===== src/rtl/uart_tx_sched.sv =====
// uart_tx_sched
// Shares one UART TX fifo between NREQ requesters (round-robin push side)
// and drains it into the UART serializer through a START/BUSY handshake.
// Also owns flush sequencing and the completed-byte counter.
module uart_tx_sched #(
  parameter int NREQ       = 4,
  parameter int DATA_WIDTH = 8,
  parameter int BUSY_TMO   = 15,
  parameter int CNT_W      = 16
) (
  input  logic                       CLK,
  input  logic                       RESET,
  input  logic                       ENABLE,
  input  logic [NREQ-1:0]            REQ_VALID,
  input  logic [NREQ*DATA_WIDTH-1:0] REQ_DATA,
  output logic [NREQ-1:0]            REQ_READY,
  input  logic                       FLUSH_REQ,
  output logic [DATA_WIDTH-1:0]      FIFO_DATA_IN,
  output logic                       FIFO_PUSH,
  output logic                       FIFO_POP,
  output logic                       FIFO_FLUSH,
  input  logic [DATA_WIDTH-1:0]      FIFO_DATA_OUT,
  input  logic                       FIFO_FULL,
  input  logic                       FIFO_EMPTY,
  output logic [DATA_WIDTH-1:0]      TX_DATA,
  output logic                       TX_START,
  input  logic                       TX_BUSY,
  output logic                       TX_ERR,
  output logic [CNT_W-1:0]           TX_COUNT,
  output logic                       IDLE
);

  localparam int PTR_W = $clog2(NREQ);
  localparam int TMR_W = $clog2(BUSY_TMO + 1);

  typedef enum logic [1:0] {
    S_IDLE,
    S_START,
    S_WAIT_BUSY,
    S_WAIT_DONE
  } state_t;

  state_t                  r_state;
  state_t                  w_next;
  logic [PTR_W-1:0]        r_ptr;
  logic [TMR_W-1:0]        r_timer;
  logic [CNT_W-1:0]        r_count;
  logic [DATA_WIDTH-1:0]   r_tx_data;

  logic                    w_en;
  logic                    w_found;
  logic [PTR_W-1:0]        w_scan_idx;
  logic [PTR_W-1:0]        w_gnt_idx;
  logic                    w_grant;
  logic                    w_pop;
  logic                    w_tx_start;
  logic                    w_tx_err;
  logic                    w_done;

  // Everything except TX_COUNT behaves as if in reset while RESET or !ENABLE.
  assign w_en = ENABLE && !RESET;

  // Round-robin search: start at r_ptr, wrap explicitly at NREQ-1.
  always_comb begin
    w_found    = 1'b0;
    w_gnt_idx  = '0;
    w_scan_idx = r_ptr;
    for (int i = 0; i < NREQ; i++) begin
      if (!w_found && REQ_VALID[w_scan_idx]) begin
        w_found   = 1'b1;
        w_gnt_idx = w_scan_idx;
      end
      w_scan_idx = (w_scan_idx == PTR_W'(NREQ - 1)) ? '0 : w_scan_idx + 1'b1;
    end
  end

  // A full fifo still takes a push in the same cycle it is popped; flush wins.
  assign w_grant = w_en && !FLUSH_REQ && w_found && (!FIFO_FULL || w_pop);

  // Decode the winning index into the one-hot accept and the fifo write byte.
  always_comb begin
    REQ_READY    = '0;
    FIFO_DATA_IN = '0;
    for (int i = 0; i < NREQ; i++) begin
      if (w_grant && (w_gnt_idx == PTR_W'(i))) begin
        REQ_READY[i] = 1'b1;
        FIFO_DATA_IN = REQ_DATA[i*DATA_WIDTH +: DATA_WIDTH];
      end
    end
  end

  // Pointer moves past the winner; untouched by flush or an idle cycle.
  always_ff @(posedge CLK) begin
    if (!w_en) begin
      r_ptr <= '0;
    end else if (w_grant) begin
      r_ptr <= (w_gnt_idx == PTR_W'(NREQ - 1)) ? '0 : w_gnt_idx + 1'b1;
    end
  end

  // Pop-side state register.
  always_ff @(posedge CLK) begin
    if (!w_en) begin
      r_state <= S_IDLE;
    end else begin
      r_state <= w_next;
    end
  end

  // Pop-side next state and handshake strobes.
  always_comb begin
    w_next     = r_state;
    w_pop      = 1'b0;
    w_tx_start = 1'b0;
    w_tx_err   = 1'b0;
    w_done     = 1'b0;
    case (r_state)
      S_IDLE: begin
        // Never pop an empty fifo: it would still advance its read pointer.
        if (w_en && !FLUSH_REQ && !FIFO_EMPTY) begin
          w_pop  = 1'b1;
          w_next = S_START;
        end
      end
      S_START: begin
        w_tx_start = w_en;
        w_next     = S_WAIT_BUSY;
      end
      S_WAIT_BUSY: begin
        if (TX_BUSY) begin
          w_next = S_WAIT_DONE;
        end else if (r_timer == TMR_W'(BUSY_TMO - 1)) begin
          // Serializer never acknowledged: drop the byte uncounted.
          w_tx_err = w_en;
          w_next   = S_IDLE;
        end
      end
      S_WAIT_DONE: begin
        if (!TX_BUSY) begin
          w_done = w_en;
          w_next = S_IDLE;
        end
      end
      default: w_next = S_IDLE;
    endcase
  end

  // BUSY wait timer: cleared in S_START, counts idle cycles in S_WAIT_BUSY.
  always_ff @(posedge CLK) begin
    if (!w_en || (r_state == S_START)) begin
      r_timer <= '0;
    end else if ((r_state == S_WAIT_BUSY) && !TX_BUSY) begin
      r_timer <= r_timer + 1'b1;
    end
  end

  // Byte handed to the serializer; captured from the fifo head on pop.
  always_ff @(posedge CLK) begin
    if (!w_en) begin
      r_tx_data <= '0;
    end else if (w_pop) begin
      r_tx_data <= FIFO_DATA_OUT;
    end
  end

  // Completed-byte counter: cleared by reset only, held while disabled.
  always_ff @(posedge CLK) begin
    if (RESET) begin
      r_count <= '0;
    end else if (w_done) begin
      r_count <= r_count + 1'b1;
    end
  end

  assign FIFO_PUSH  = w_grant;
  assign FIFO_POP   = w_pop;
  assign FIFO_FLUSH = w_en && FLUSH_REQ;
  assign TX_DATA    = r_tx_data;
  assign TX_START   = w_tx_start;
  assign TX_ERR     = w_tx_err;
  assign TX_COUNT   = r_count;
  assign IDLE       = !w_en || ((r_state == S_IDLE) && FIFO_EMPTY);

endmodule

===== config.mk =====
export PLATFORM = sky130hd
export DESIGN_NAME = uart_tx_sched
export DESIGN_NICKNAME = d
export VERILOG_FILES = /design/src/rtl/uart_tx_sched.sv
export SDC_FILE = /design/constraint.sdc
export NUM_CORES = 1
export LEC_CHECK = 0
export CAP_MARGIN = 10
export CELL_PAD_IN_SITES_DETAIL_PLACEMENT = 0
export CELL_PAD_IN_SITES_GLOBAL_PLACEMENT = 1
export CORE_ASPECT_RATIO = 0.6
export CORE_UTILIZATION = 27
export CTS_CLUSTER_SIZE = 30
export DETAILED_ROUTE_END_ITERATION = 10
export HOLD_SLACK_MARGIN = 0.02
export PLACE_DENSITY_LB_ADDON = 0.1
export SYNTH_ARGS = -nofsm -noshare
export SYNTH_HDL_FRONTEND = slang
export SYNTH_SLANG_ARGS = --single-unit

===== constraint.sdc =====
create_clock -name CLK -period 3.8 [get_ports CLK]
set_input_delay 0.76 -clock CLK [delete_from_list [all_inputs] [get_ports CLK]]
set_output_delay 0.76 -clock CLK [all_outputs]
set_load 0.02 [all_outputs]

==> flow_summary_export.csv, run 1 <==
group,metric,value,unit
sta,maxSlewHeadroom,64.4,%
floorplanning,io-pin-count,93,
grt,grt_max_degree,27,
layout,antennaDiodeCount,0,
clock_tree,cts_sinks,32,
layout,drive_gt1_share,25.6,%
sta,skew,0.00575,ns
sta,max_freq,272,MHz
synth,synth_cell_types,60,
sta,tightest_slew,0.531,ns
sta,rsz0062_at_grt,"false",
floorplanning,coreArea,7950,um2
grt,gr-total-overflow,0,
grt,grt_antenna_before_repair,0,
setup_path,reg2reg_slack,1.25,ns
detailed_routing,drcViolationCount,0,
sta,drv_slew,0,
setup_path,arrival,2.91,ns
synth,synthFlopType,"dfxtp_1",
synth,synthesis.area,2230,um2
floorplanning,dieWidth,119,um
synth,syn_nets,334,
synth,synth-seq-cells,32,
detailed_routing,routed-via-count,2417,
clock_tree,h-tree-depth,2,
synth,synth_top_area_share,28.8,%
power,p_leak,0.00150,uW
setup_path,critPathKind,"in2out",
synth,synthArstFlopShare,0,%
sta,period_needed,3.67,ns
detailed_routing,detail-route-antenna-nets,0,
clock_tree,cts-root-buf,"clkbuf_16",
grt,grt_pass1_wl,11.4,mm
run_status,outcome,"finished clean",
setup_path,cp-end-kind,"primary output",
clock_tree,insertion_delay,0.28,ns
floorplanning,start_util,28.0,%
grt,first_global_vias,2212,
detailed_routing,drt-initial-drc-count,73,
setup_path,cp-startpoint,"REQ_VALID[3]",
setup_path,reg2reg_from,"r_ptr[1]$_SDFFE_PP0P_",
layout,area_growth,70.4,%
synth,ys_warn_count,0,
grt,grt_usage,16.6,%
sta,final_hold_viol_count,0,
layout,fin_nets,452,
detailed_routing,avgRoutedWirePerCell,14.1,um
clock_tree,cts-buffers-inserted,5,
synth,synth_most_common_cell,"dfxtp_1",
detailed_routing,wl,7.10,mm
setup_path,cp_max_fo,8,
synth,synthTopCellsByCount,"dfxtp_1, nor2_1, nand2_1",
place,post-place-ws,-0.923,ns
layout,final_util,47.8,%
place,dp_hpwl,5.31,mm
place,port-buffer-count,92,
floorplanning,die-area,8630,um2
power,powerDensity,277,nW/um2
setup_path,cp-start-kind,"input port",
synth,syn_avg_cell_area,8.10,um2
setup_path,worstPathRequired,3.04,ns
floorplanning,chipHeight,72.4,um
worst_hold_path,hold_start,"TX_DATA[4]$_SDFFE_PP0P_",
synth,synth_top_cells_by_area,"dfxtp_1, mux2i_1, nor2_1",
place,place_congestion,0.781,
sta,setup_violations,0,
synth,synth_cells,275,
worst_hold_path,hp-class,"reg2reg",
sta,finalSetupTns,0,ns
clock_tree,path_clk_slew,0.05,ns
job,maxCapViolations,0,
synth,seq_area_frac_synth,28.8,%
synth,synth_edf_count,0,
floorplanning,num_rows,25,
sta,holdWs,0.491,ns
detailed_routing,via_per_inst,4.81,
sta,min_period_over_period,96.7,%
sta,worst_slack,0.126,ns
synth,synth_top_cell_by_area,"dfxtp_1",
power,power,1050,uW
detailed_routing,drtPass1Iterations,4,
clock_tree,cts_tree,"built",
power,ir_drop,0.134,mV
clock_tree,clockBufferDepth,2,
## path summary, 6_finish.rpt
check / endpoint / cells past startpoint
hold / removal: TX_DATA[4]$_SDFFE_PP0P_ / 2
setup reg to reg: r_ptr[1]$_SDFFE_PP0P_ / 8
hold reg to reg: TX_DATA[4]$_SDFFE_PP0P_ / 2
setup / recovery: FIFO_DATA_IN[2] / 10
## placed cells by master, fill, tap and decap left out, types with 3 or more instances in the layout
master | synthesis | layout
a221o_1 | 8 | 8
nor2_1 | 29 | 29
nor3b_1 | 4 | 3
xnor2_1 | 3 | 3
mux2_2 | 4 | 4
nand2_1 | 21 | 21
nor3_1 | 4 | 3
o211ai_1 | 10 | 10
buf_6 | 2 | 4
a21oi_1 | 19 | 10
inv_1 | 14 | 14
nor2b_1 | 10 | 8
ha_1 | 8 | 4
clkbuf_2 | 0 | 3
clkdlybuf4s50_1 | 0 | 76
buf_4 | 0 | 40
nor4_4 | 1 | 3
a21oi_2 | 0 | 9
and3_1 | 3 | 3
or3_1 | 5 | 5
clkbuf_16 | 0 | 5
mux2i_1 | 11 | 11
dfxtp_1 | 32 | 30
dlygate4sd2_1 | 0 | 4
o21ai_0 | 10 | 9
nand3_1 | 7 | 7
nand2b_1 | 6 | 6
## flip-flops by register name (all words and copies together), names as in the netlist
name      flops
TX_COUNT     16
TX_DATA       8
r_timer       4
r_ptr         2
r_state       2
## report_power, final
group / switching [uW] / internal, uW
clock: 149 / 345
sequential: 1.23 / 337
combinational: 93.8 / 126
## critical path, cell delays in order
cell	delay, ns
clkbuf_2	0.10
mux4_2	0.49
or2_4	0.29
o221ai_4	0.22
ha_2	0.21
nor2b_4	0.25
a221o_1	0.19
o211ai_1	0.10
a21oi_2	0.12
buf_2	0.17
## stage by stage
stage	area (um2)	cells
4_1_cts	3730	500
3_5_place_dp	3510	492
2_1_floorplan	2270	275
5_1_grt	3790	502
3_3_place_gp	3510	492
6_report	3790	502
## layout make-up
cell class | count | area (um2)
fill | 810 | 4150
multi-input combinational | 209 | 1590
timing repair buffer | 129 | 1180
sequential | 32 | 643
clock buffer | 7 | 153
tap | 108 | 135
inverter | 16 | 61.3
clock inverter | 1 | 30.0
## cell families (layout without fill, tap and decap cells)
logic type      Yosys count  in the layout  synth area share, %
flops                    32             32                 28.8
compound gates           66             66                 21.1
xor+xnor                  5              5                 1.97
buf+inv                  34            153                 6.63
simple gates            112            112                 28.0
mux                      18             18                 8.99
fa+ha+maj                 8              8                 4.49
## repair_timing
item                                    CTS  global route
pin swaps                                 5            11
endpoints found under the setup margin   12            11
gates resized for setup                  61            26
hold buffers                              0             0
buffers inserted                          1             2
## routing by layer
metal  part of all wire [%]  up-vias  wire length (um)  track usage, %
met3                    6.6        5               472            5.58
met5                      0        -                 0               0
li1                       -     1234                 -               -
met1                     53     1120              3770            24.2
met4                   0.66        0                47            3.80
met2                     40       58              2810            22.9
Power figures use the tool's default switching activity.
==> inputs of run 2 (changes only) <==
CELL_PAD_IN_SITES_DETAIL_PLACEMENT = 1   (was 0)
==> flow_summary_export.csv, run 2 (synthesis gave the netlist of run 1 again) <==
group,metric,value,unit
floorplanning,num_rows,25,
floorplanning,start_util,28.0,%
sta,skew,0.00377,ns
power,switching_power,254,uW
setup_path,cpMaxStageDelayCell,"mux4_2",
detailed_routing,detail-route-antenna-nets,0,
sta,period_needed,3.69,ns
place,place_congestion,0.781,
detailed_routing,drt-initial-drc-count,72,
floorplanning,die-area,8630,um2
detailed_routing,drtPass1Iterations,4,
setup_path,r2r_cells,8,
place,dp_cells,492,
clock_tree,clockBufferDepth,2,
sta,finalSetupTns,0,ns
place,post-place-ws,-0.932,ns
setup_path,cp-start-kind,"input port",
grt,first_global_vias,2332,
floorplanning,dieWidth,119,um
power,pwr-share-clk,45.3,%
power,p_int,772,uW
grt,grt_usage,18.3,%
grt,grt.busiest_layer,"met2",
grt,met1_usage,26.1,%
sta,setup_violations,0,
layout,final_util,47.8,%
clock_tree,cts_sinks,32,
setup_path,path_cells,"buf_6, mux4_2, or2_4, o221ai_4, ha_2, nor2b_4, a221o_1, o211ai_1, a21oi_2, buf_4",
setup_path,worstPathRequired,3.04,ns
sta,maxSlewHeadroom,63.3,%
floorplanning,coreArea,7950,um2
grt,grt_pass1_wl,12.3,mm
worst_hold_path,holdPathEnd,"TX_DATA[6]$_SDFFE_PP0P_",
sta,min_period_over_period,97.1,%
sta,drv_slew,0,
power,powerDensity,270,nW/um2
power,switching_share,24.7,%
clock_tree,path_clk_slew,0.06,ns
grt,gr-total-overflow,0,
clock_tree,cts-root-buf,"clkbuf_16",
place,post_dp_cell_area,3510,um2
power,p_leak,0.00149,uW
layout,drive_gt1_share,25.4,%
sta,tightest_slew,0.546,ns
floorplanning,chipHeight,72.4,um
place,dp_hpwl,5.85,mm
detailed_routing,avgRoutedWirePerCell,15.5,um
job,maxCapViolations,0,
layout,largest_register_ffs,16,
setup_path,reg2reg_slack,1.18,ns
sta,max_freq,271,MHz
floorplanning,io-pin-count,93,
setup_path,slowest_delay,0.51,ns
power,power_frac_comb,21.7,%
place,port-buffer-count,92,
detailed_routing,via_per_inst,4.88,
setup_path,cp_num_buf_inv,2,
layout,instances_no_fill,502,
grt,use_met2,26.6,%
layout,layout_common_cells,"clkdlybuf4s50_1, buf_4, dfxtp_1, nor2_1, nand2_1",
clock_tree,cts_tree,"built",
sta,final_hold_viol_count,0,
layout,area_growth,70.4,%
grt,grt_antenna_before_repair,0,
power,ir_drop,0.192,mV
detailed_routing,routed-via-count,2450,
detailed_routing,drcViolationCount,0,
sta,rsz0062_at_grt,"true",
sta,worst_slack,0.110,ns
clock_tree,insertion_delay,0.28,ns
power,pwr-share-seq,33.0,%
setup_path,reg2reg_from,"r_ptr[1]$_SDFFE_PP0P_",
grt,grtUsageMet3,5.82,%
setup_path,reg2reg_to,"r_ptr[1]$_SDFFE_PP0P_",
layout,fin_nets,452,
setup_path,arrival,2.93,ns
worst_hold_path,hold_start,"TX_DATA[6]$_SDFFE_PP0P_",
worst_hold_path,min_path_cells,2,
run_status,outcome,"finished clean",
layout,final_common_cell,"clkdlybuf4s50_1",
grt,grt_max_degree,27,
detailed_routing,wl,7.80,mm
setup_path,cp-end-kind,"primary output",
setup_path,crit_family,"compound AO/OA/AOI/OAI gates",
setup_path,cp_max_fo,8,
worst_hold_path,hp-class,"reg2reg",
layout,antennaDiodeCount,0,
setup_path,critPathKind,"in2out",
clock_tree,cts-buffers-inserted,5,
layout,fin_area,3790,um2
clock_tree,h-tree-depth,2,
run 2: repair_timing:
item,4_1_cts,5_1_grt
cloned,0,0
pin swaps,9,10
endpoints found under the setup margin,12,10
setup buffers,3,0
hold buffers,0,0
resized for setup,65,29
endpoints found under the hold margin,0,0
run 2: power by group through the flow:
| stage | clock (uW) | combinational [uW] | sequential (uW) |
|---|---|---|---|
| after floorplan | 0 | 91.5 | 346 |
| after global placement | 0 | 204 | 345 |
| after detailed placement | 0 | 207 | 345 |
| after CTS | 479 | 218 | 338 |
| after global routing | 495 | 242 | 338 |
| final | 465 | 223 | 338 |
run 2: tightest hold or removal path, stage by stage, from the launching register on:
cell and delay [ns]:
dfxtp_1 0.32, mux2i_1 0.07, nor2_1 0.07
run 2: stage by stage:
step / total power, uW / hold slack (ns)
CTS: 1030 / 0.502
floorplan: 437 / 0.503
global route: 1080 / 0.531
global placement: 549 / 0.474
detailed placement: 552 / 0.487
finish: 1030 / 0.497
run 2: worst max-delay path by stage:
stage	start	end	cells past startpoint
global placement	REQ_VALID[0]	FIFO_DATA_IN[0]	13
detailed placement	REQ_VALID[2]	FIFO_DATA_IN[0]	12
finish	REQ_VALID[3]	FIFO_DATA_IN[7]	10
CTS	REQ_VALID[0]	FIFO_DATA_IN[6]	13
floorplan	REQ_VALID[3]	FIFO_DATA_IN[0]	11
global route	r_ptr[1]$_SDFFE_PP0P_	FIFO_DATA_IN[3]	10
run 2: final cells by class:
cell class	instances	area, um2
clock buffer	6	129
clock inverter	2	35.0
fill	951	4150
inverter	16	61.3
multi-input combinational	209	1580
sequential	32	643
tap	108	135
timing repair buffer	129	1210
run 2: metal layers:
layer	share of wire [%]	up-vias	wire [um]
met3	5.2	8	404
met4	0.74	0	58
met5	0	-	0
met1	51	1154	4010
li1	-	1232	-
met2	43	56	3330
